### src/rtl/cp0_int_ctrl_if.sv
// DM-stage CP0 control bundle between the pipeline and the CP0 interrupt controller.
// The pipeline side drives the DM fields and consumes the request, vector and register outputs.
interface cp0_int_ctrl_if;
    logic        dm_en;
    logic        inting_dm;
    logic        w_en_ie_dm;
    logic        w_en_epc_dm;
    logic [1:0]  op_cp0_dm;
    logic [1:0]  cp0_sel_dm;
    logic [31:0] cp0_wdata_dm;
    logic [31:0] pc_4_dm;
    logic        int_req;
    logic [31:0] int_vector;
    logic [31:0] epc;
    logic        ie;
    logic [31:0] cp0_rdata;

    modport master (
        output dm_en,
        output inting_dm,
        output w_en_ie_dm,
        output w_en_epc_dm,
        output op_cp0_dm,
        output cp0_sel_dm,
        output cp0_wdata_dm,
        output pc_4_dm,
        input  int_req,
        input  int_vector,
        input  epc,
        input  ie,
        input  cp0_rdata
    );

    modport slave (
        input  dm_en,
        input  inting_dm,
        input  w_en_ie_dm,
        input  w_en_epc_dm,
        input  op_cp0_dm,
        input  cp0_sel_dm,
        input  cp0_wdata_dm,
        input  pc_4_dm,
        output int_req,
        output int_vector,
        output epc,
        output ie,
        output cp0_rdata
    );
endinterface

### src/rtl/cp0_int_ctrl.sv
// CP0 interrupt controller: source synchronisation, pending latch, prioritised request and Status/Cause/EPC.
// Optional macro CP0_INT_MASK_EN adds a writable per-source IM mask in Status[8+N_SRC-1:8].
module cp0_int_ctrl #(
    parameter int          N_SRC      = 3,
    parameter logic [31:0] VEC_BASE   = 32'h0000_0800,
    parameter int          VEC_STRIDE = 4
) (
    input  logic             clk,
    input  logic             rst_n,
    input  logic [N_SRC-1:0] int_src,
    cp0_int_ctrl_if.slave    bus
);

    typedef enum logic [1:0] {
        IDLE    = 2'd0,
        REQ     = 2'd1,
        SERVICE = 2'd2
    } state_t;

    state_t state;
    state_t state_next;

    logic [N_SRC-1:0] sync1;
    logic [N_SRC-1:0] sync2;
    logic [N_SRC-1:0] edge_d;
    logic [N_SRC-1:0] rise;
    logic [N_SRC-1:0] pending;
    logic [N_SRC-1:0] pending_next;
    logic [N_SRC-1:0] clear_mask;
    logic [N_SRC-1:0] im;
    logic [N_SRC-1:0] enabled;

    logic [2:0]  sel;
    logic [2:0]  lowest_idx;
    logic        sel_load;
    logic        any_enabled;
    logic [4:0]  code;
    logic        ie_r;
    logic [31:0] epc_r;
    logic [31:0] rdata;

    logic entry;
    logic eret;
    logic mtc0_status;
    logic mtc0_epc;

    assign entry       = bus.dm_en && bus.inting_dm;
    assign eret        = bus.dm_en && (bus.op_cp0_dm == 2'd3);
    assign mtc0_status = bus.dm_en && (bus.op_cp0_dm == 2'd2) && (bus.cp0_sel_dm == 2'd0) && !entry;
    assign mtc0_epc    = bus.dm_en && (bus.op_cp0_dm == 2'd2) && (bus.cp0_sel_dm == 2'd2);

    // Two flops for metastability, a third to find the rising edge.
    always_ff @(posedge clk or negedge rst_n) begin
        if (!rst_n) begin
            sync1  <= '0;
            sync2  <= '0;
            edge_d <= '0;
        end else begin
            sync1  <= int_src;
            sync2  <= sync1;
            edge_d <= sync2;
        end
    end

    assign rise = sync2 & ~edge_d;

    always_comb begin
        clear_mask = '0;
        for (int i = 0; i < N_SRC; i++) begin
            clear_mask[i] = entry && (sel == 3'(i));
        end
    end

    // A new edge arriving on the same cycle as its clear must not be lost.
    assign pending_next = (pending & ~clear_mask) | rise;

    always_ff @(posedge clk or negedge rst_n) begin
        if (!rst_n) begin
            pending <= '0;
        end else begin
            pending <= pending_next;
        end
    end

`ifdef CP0_INT_MASK_EN
    always_ff @(posedge clk or negedge rst_n) begin
        if (!rst_n) begin
            im <= '0;
        end else if (mtc0_status) begin
            im <= bus.cp0_wdata_dm[8 +: N_SRC];
        end
    end

    assign enabled = pending & im;
`else
    assign im      = '0;
    assign enabled = pending;
`endif

    always_comb begin
        any_enabled = |enabled;
        lowest_idx  = 3'd0;
        for (int i = N_SRC - 1; i >= 0; i--) begin
            if (enabled[i]) begin
                lowest_idx = 3'(i);
            end
        end
    end

    always_ff @(posedge clk or negedge rst_n) begin
        if (!rst_n) begin
            state <= IDLE;
        end else begin
            state <= state_next;
        end
    end

    // Arbitration happens only in IDLE, so a request in flight never changes source.
    always_comb begin
        state_next = state;
        sel_load   = 1'b0;
        case (state)
            IDLE: begin
                if (ie_r && any_enabled) begin
                    state_next = REQ;
                    sel_load   = 1'b1;
                end
            end
            REQ: begin
                if (entry) begin
                    state_next = SERVICE;
                end
            end
            SERVICE: begin
                if (eret) begin
                    state_next = IDLE;
                end
            end
            default: begin
                state_next = IDLE;
            end
        endcase
    end

    always_ff @(posedge clk or negedge rst_n) begin
        if (!rst_n) begin
            sel <= 3'd0;
        end else if (sel_load) begin
            sel <= lowest_idx;
        end
    end

    always_ff @(posedge clk or negedge rst_n) begin
        if (!rst_n) begin
            code <= 5'd0;
        end else if (entry) begin
            code <= {2'b00, sel};
        end
    end

    // Entry takes precedence over ERET and MTC0 for the IE bit.
    always_ff @(posedge clk or negedge rst_n) begin
        if (!rst_n) begin
            ie_r <= 1'b0;
        end else if (entry) begin
            if (bus.w_en_ie_dm) begin
                ie_r <= 1'b0;
            end
        end else if (eret) begin
            ie_r <= 1'b1;
        end else if (mtc0_status) begin
            ie_r <= bus.cp0_wdata_dm[0];
        end
    end

    always_ff @(posedge clk or negedge rst_n) begin
        if (!rst_n) begin
            epc_r <= 32'd0;
        end else if (entry && bus.w_en_epc_dm) begin
            epc_r <= bus.pc_4_dm;
        end else if (mtc0_epc) begin
            epc_r <= bus.cp0_wdata_dm;
        end
    end

    always_comb begin
        rdata = 32'd0;
        case (bus.cp0_sel_dm)
            2'd0: begin
                rdata[0]          = ie_r;
                rdata[8 +: N_SRC] = im;
            end
            2'd1: begin
                rdata[8 +: N_SRC] = pending;
                rdata[6:2]        = code;
            end
            2'd2: begin
                rdata = epc_r;
            end
            default: begin
                rdata = 32'd0;
            end
        endcase
    end

    assign bus.int_req    = (state == REQ);
    assign bus.int_vector = VEC_BASE + ({29'd0, sel} * 32'(VEC_STRIDE));
    assign bus.epc        = epc_r;
    assign bus.ie         = ie_r;
    assign bus.cp0_rdata  = rdata;

endmodule
### src/flat_wrapper.sv
// flat-port wrapper written by rule: the top's interface ports become plain ports
module cp0_int_ctrl_flat 
#(
    parameter int          N_SRC      = 3,
    parameter logic [31:0] VEC_BASE   = 32'h0000_0800,
    parameter int          VEC_STRIDE = 4
)
  (clk, rst_n, int_src, bus_dm_en, bus_inting_dm, bus_w_en_ie_dm, bus_w_en_epc_dm, bus_op_cp0_dm, bus_cp0_sel_dm, bus_cp0_wdata_dm, bus_pc_4_dm, bus_int_req, bus_int_vector, bus_epc, bus_ie, bus_cp0_rdata);
  cp0_int_ctrl_if bus_i ();
  input  logic clk;
  input  logic rst_n;
  input  logic [N_SRC-1:0] int_src;
  input wire logic [$bits(bus_i.dm_en)-1:0] bus_dm_en;
  input wire logic [$bits(bus_i.inting_dm)-1:0] bus_inting_dm;
  input wire logic [$bits(bus_i.w_en_ie_dm)-1:0] bus_w_en_ie_dm;
  input wire logic [$bits(bus_i.w_en_epc_dm)-1:0] bus_w_en_epc_dm;
  input wire logic [$bits(bus_i.op_cp0_dm)-1:0] bus_op_cp0_dm;
  input wire logic [$bits(bus_i.cp0_sel_dm)-1:0] bus_cp0_sel_dm;
  input wire logic [$bits(bus_i.cp0_wdata_dm)-1:0] bus_cp0_wdata_dm;
  input wire logic [$bits(bus_i.pc_4_dm)-1:0] bus_pc_4_dm;
  output wire logic [$bits(bus_i.int_req)-1:0] bus_int_req;
  output wire logic [$bits(bus_i.int_vector)-1:0] bus_int_vector;
  output wire logic [$bits(bus_i.epc)-1:0] bus_epc;
  output wire logic [$bits(bus_i.ie)-1:0] bus_ie;
  output wire logic [$bits(bus_i.cp0_rdata)-1:0] bus_cp0_rdata;
  assign bus_i.dm_en = bus_dm_en;
  assign bus_i.inting_dm = bus_inting_dm;
  assign bus_i.w_en_ie_dm = bus_w_en_ie_dm;
  assign bus_i.w_en_epc_dm = bus_w_en_epc_dm;
  assign bus_i.op_cp0_dm = bus_op_cp0_dm;
  assign bus_i.cp0_sel_dm = bus_cp0_sel_dm;
  assign bus_i.cp0_wdata_dm = bus_cp0_wdata_dm;
  assign bus_i.pc_4_dm = bus_pc_4_dm;
  assign bus_int_req = bus_i.int_req;
  assign bus_int_vector = bus_i.int_vector;
  assign bus_epc = bus_i.epc;
  assign bus_ie = bus_i.ie;
  assign bus_cp0_rdata = bus_i.cp0_rdata;
  cp0_int_ctrl #(.N_SRC(N_SRC), .VEC_BASE(VEC_BASE), .VEC_STRIDE(VEC_STRIDE)) u_core (.clk(clk), .rst_n(rst_n), .int_src(int_src), .bus(bus_i));
endmodule
### config.mk
export PLATFORM = sky130hd
export DESIGN_NAME = cp0_int_ctrl_flat
export DESIGN_NICKNAME = d
export VERILOG_FILES = /design/src/rtl/cp0_int_ctrl_if.sv /design/src/rtl/cp0_int_ctrl.sv /design/src/flat_wrapper.sv
export SDC_FILE = /design/constraint.sdc
export NUM_CORES = 1
export LEC_CHECK = 0
export CORE_MARGIN = 2
export CORE_UTILIZATION = 45
export CTS_BUF_LIST = sky130_fd_sc_hd__clkbuf_4
export CTS_CLUSTER_SIZE = 28
export DETAILED_ROUTE_END_ITERATION = 16
export DONT_BUFFER_PORTS = 1
export HOLD_SLACK_MARGIN = 0.03
export PLACE_DENSITY = 0.66
export SLEW_MARGIN = 30
export SYNTH_ARGS = -nofsm -noshare
export SYNTH_HDL_FRONTEND = slang
export SYNTH_SLANG_ARGS = --single-unit
### constraint.sdc
create_clock -name clk -period 1.17 [get_ports clk]
set_input_delay 0.0585 -clock clk [delete_from_list [all_inputs] [get_ports clk]]
set_output_delay 0.0585 -clock clk [all_outputs]
set_load 0.05 [all_outputs]
==> impl_metrics.csv <==
group,metric,value,unit
floorplan,dieHeight,86.5,um
clocking,cts_root_buf,"clkbuf_4",
timing,drv_slew,0,
global_routing,first_global_vias,2313,
route,routed_wl,7730,um
route,routedWlPerCell,17.2,um
pwr,power_frac_clock,0.129,
floorplan,core,6680,um2
logic_synthesis,yosys.area.top_type,"dfrtp_1",
cells_and_area,nNetsFinal,448,
route,num_vias,2212,
timing,rsz0062_at_grt,"yes",
global_routing,grt_pass1_wl,11800,um
clocking,htreeDepth,2,
timing,fin_crit,1320,ps
logic_synthesis,ys_warn_count,0,
global_routing,grt_use_total,0.202,
logic_synthesis,synth_area,3060,um2
logic_synthesis,synthTopCellsByArea,"dfrtp_1 42%, mux2_4 29%, buf_4 7.4%",
logic_synthesis,ys_seq_area_frac,0.417,
worst_setup_path,critPathMaxFanout,2,
global_routing,overflow,0,
timing,fin_crit_sh,1.13,
pwr,p_total,7.61,mW
clocking,cts.clk_slew.worst_paths,140,ps
timing,tns,-817,ps
cells_and_area,postLayoutCoreUtil,0.679,
cells_and_area,layout-drive-gt1-share,0.504,
pwr,p_per_area,1680,nW/um2
clocking,cts_buffers,5,
timing,finalSetupViolations,8,
logic_synthesis,ys_ff_latch,51,
pwr,power.switching,3.31,mW
clocking,clkLatencyLatePin,360,ps
worst_setup_path,crit_path_end_kind,"output port",
worst_setup_path,r2r_slack,-40,ps
clocking,cts_buffer_depth,2,
run,drv_cap,0,
floorplan,ios,175,
logic_synthesis,synth_area_per_cell,13.0,um2
placed_design,place_inst,354,
placed_design,portBuffers,0,
pwr,leakagePower,2.16,nW
global_routing,grt_max_degree,52,
timing,fin_skew,2.74,ps
worst_setup_path,critical_path_class,"reg -> out",
floorplan,rows,30,
cells_and_area,area_delta_synth_final,48.2,%
floorplan,die_area,7480,um2
cells_and_area,final.fill_count,473,
global_routing,antenna_found_initial,0,
timing,hold_viol,0,
timing,fmax,758,MHz
pwr,power_frac_comb,0.535,
clocking,clock_sinks,51,
run_status,status,"complete, but fails checks",
placed_design,place_area,3510,um2
floorplan,die_w,86.5,um
pwr,ir_drop,0.843,mV
logic_synthesis,postSynthCellCount,236,
logic_synthesis,synth_most_common_cell,"mux2_4",
cells_and_area,num_antenna_cells,0,
logic_synthesis,synth_edf_count,0,
hold_path,hold_class,"in -> reg",
run_status,violations,"negative setup slack",
route,firstDrtPassIters,4,
worst_setup_path,startpoint_type,"flip-flop",
logic_synthesis,yosys.cell_types.count,30,
route,first_iter_violations,74,
placed_design,gp_congestion,0.779,
timing,worst_slack,-149,ps
logic_synthesis,synth_top_area_frac,0.417,
cells_and_area,stdcell_area,4530,um2
floorplan,start_util,0.458,
logic_synthesis,synthTopCellsByCount,"60 x mux2_4, 51 x dfrtp_1, 30 x buf_4",
pwr,switching_share,0.436,
pwr,power_frac_seq,0.336,
placed_design,post-dp-hpwl,4610,um
route,ant_nets,0,
route,viasPerCell,4.93,
logic_synthesis,async_reset_ff_frac,1.00,
cells_and_area,layout.cells.non_filler,449,
worst_setup_path,worstPathArrival,1260,ps
pwr,internal_power,4.29,mW
clocking,cts_tree,"done",
logic_synthesis,ys.flop_type,"dfrtp_1",
route,drc,0,
worst_setup_path,worstPathRequired,1110,ps
==> power groups by stage <==
| stage | logic, mW | clock network, mW | registers [mW] |
|---|---|---|---|
| 5_1_grt | 4.24 | 1.10 | 2.61 |
| 2_1_floorplan | 1.68 | 0 | 3.48 |
| 4_1_cts | 3.79 | 1.01 | 2.53 |
| 6_report | 4.07 | 0.982 | 2.55 |
| 3_3_place_gp | 3.33 | 0 | 2.54 |
| 3_5_place_dp | 3.37 | 0 | 2.56 |
==> final timing paths <==
check / from / endpoint / cells after the start
max in group asynchronous: rst_n / u_core.sel[1]$_DFFE_PN0P_ / 2
setup / recovery: u_core.bus.epc[2]$_DFFE_PN0P_ / bus_cp0_rdata[2] / 3
hold / removal: bus_cp0_sel_dm[1] / u_core.bus.ie$_DFFE_PN0P_ / 4
min in group asynchronous: rst_n / u_core.sync2[2]$_DFF_PN0_ / 2
hold reg to reg: u_core.sync1[2]$_DFF_PN0_ / u_core.sync2[2]$_DFF_PN0_ / 0
setup reg to reg: u_core.enabled[2]$_DFF_PN0_ / u_core.state[0]$_DFFE_PN0P_ / 3
==> layer usage <==
layer / wire length (um) / GRT usage / vias to the layer above / part of all wire
met5: 0 / 0 / - / 0
met4: 86 / 0.0554 / 0 / 0.011
met3: 564 / 0.0552 / 8 / 0.073
met2: 3980 / 0.354 / 112 / 0.52
met1: 3090 / 0.244 / 1084 / 0.40
li1: - / - / 1008 / -
==> state kept, by name, indices dropped and copies added (netlist names) <==
signal,count
u_core.bus.epc,32
u_core.code,2
u_core.edge_d,3
u_core.sync1,3
u_core.state,2
u_core.enabled,3
u_core.sync2,3
u_core.sel,2
u_core.bus.ie,1
==> cell families (layout without fill, tap and decap cells) <==
family	Yosys count	count (layout)	synth area share
AOI/OAI and AO/OA	22	22	0.0523
adders and majority gates	3	3	0.0123
buffers and inverters	45	150	0.107
DFF	51	51	0.417
muxes	65	65	0.313
other	2	30	0.00245
and+or+nand+nor	48	48	0.0965
==> timing repair <==
item,in CTS,in global routing
buffers inserted,7,8
endpoints found under the setup margin,9,40
cloned,0,0
resized for setup,12,12
pin swaps,5,7
hold buffers,72,2
hold endpoints to repair,89,51
==> placed cells by master, fill, tap and decap left out, types with 2 or more instances in the layout <==
cell / synthesis / layout
inv_1: 6 / 5
o21ai_0: 5 / 5
buf_8: 0 / 4
dfrtp_2: 0 / 8
dfrtp_1: 51 / 43
clkbuf_4: 0 / 5
buf_6: 6 / 7
buf_12: 0 / 5
nand3_1: 2 / 2
ha_1: 3 / 2
o31ai_1: 2 / 2
nor2_1: 3 / 3
nand2_1: 4 / 4
nor2b_4: 0 / 5
mux2_4: 60 / 60
and2_2: 0 / 26
buf_4: 30 / 46
mux2_2: 5 / 5
conb_1: 2 / 30
a22oi_2: 0 / 4
nand3b_1: 2 / 2
dlygate4sd3_1: 0 / 73
o21a_1: 2 / 2
==> worst max-delay path: stages (launching register included) <==
cell and delay [ps]:
dfrtp_2 450, a22oi_2 230, nor2b_4 70, buf_12 150
==> cell type report <==
cell class              instances  area, um2  share of cell area
repair buffers                136       1340               0.296
inverters                       6       35.0             0.00773
well taps                      80        100              0.0221
multi-input cells             168       1690               0.374
flip-flops and latches         51       1290               0.284
clock buffers                   5       37.5             0.00828
clock inverters                 3       38.8             0.00855
==> stage by stage <==
| step | hold WS, ps | setup WS [ps] |
|---|---|---|
| 6_report | 122 | -149 |
| 4_1_cts | -655 | -158 |
| 2_1_floorplan | -237 | -149 |
| 3_3_place_gp | -236 | -45.0 |
| 3_5_place_dp | -236 | -76.9 |
| 5_1_grt | 118 | -222 |
Note: power is estimated with default switching activity, not from simulation.
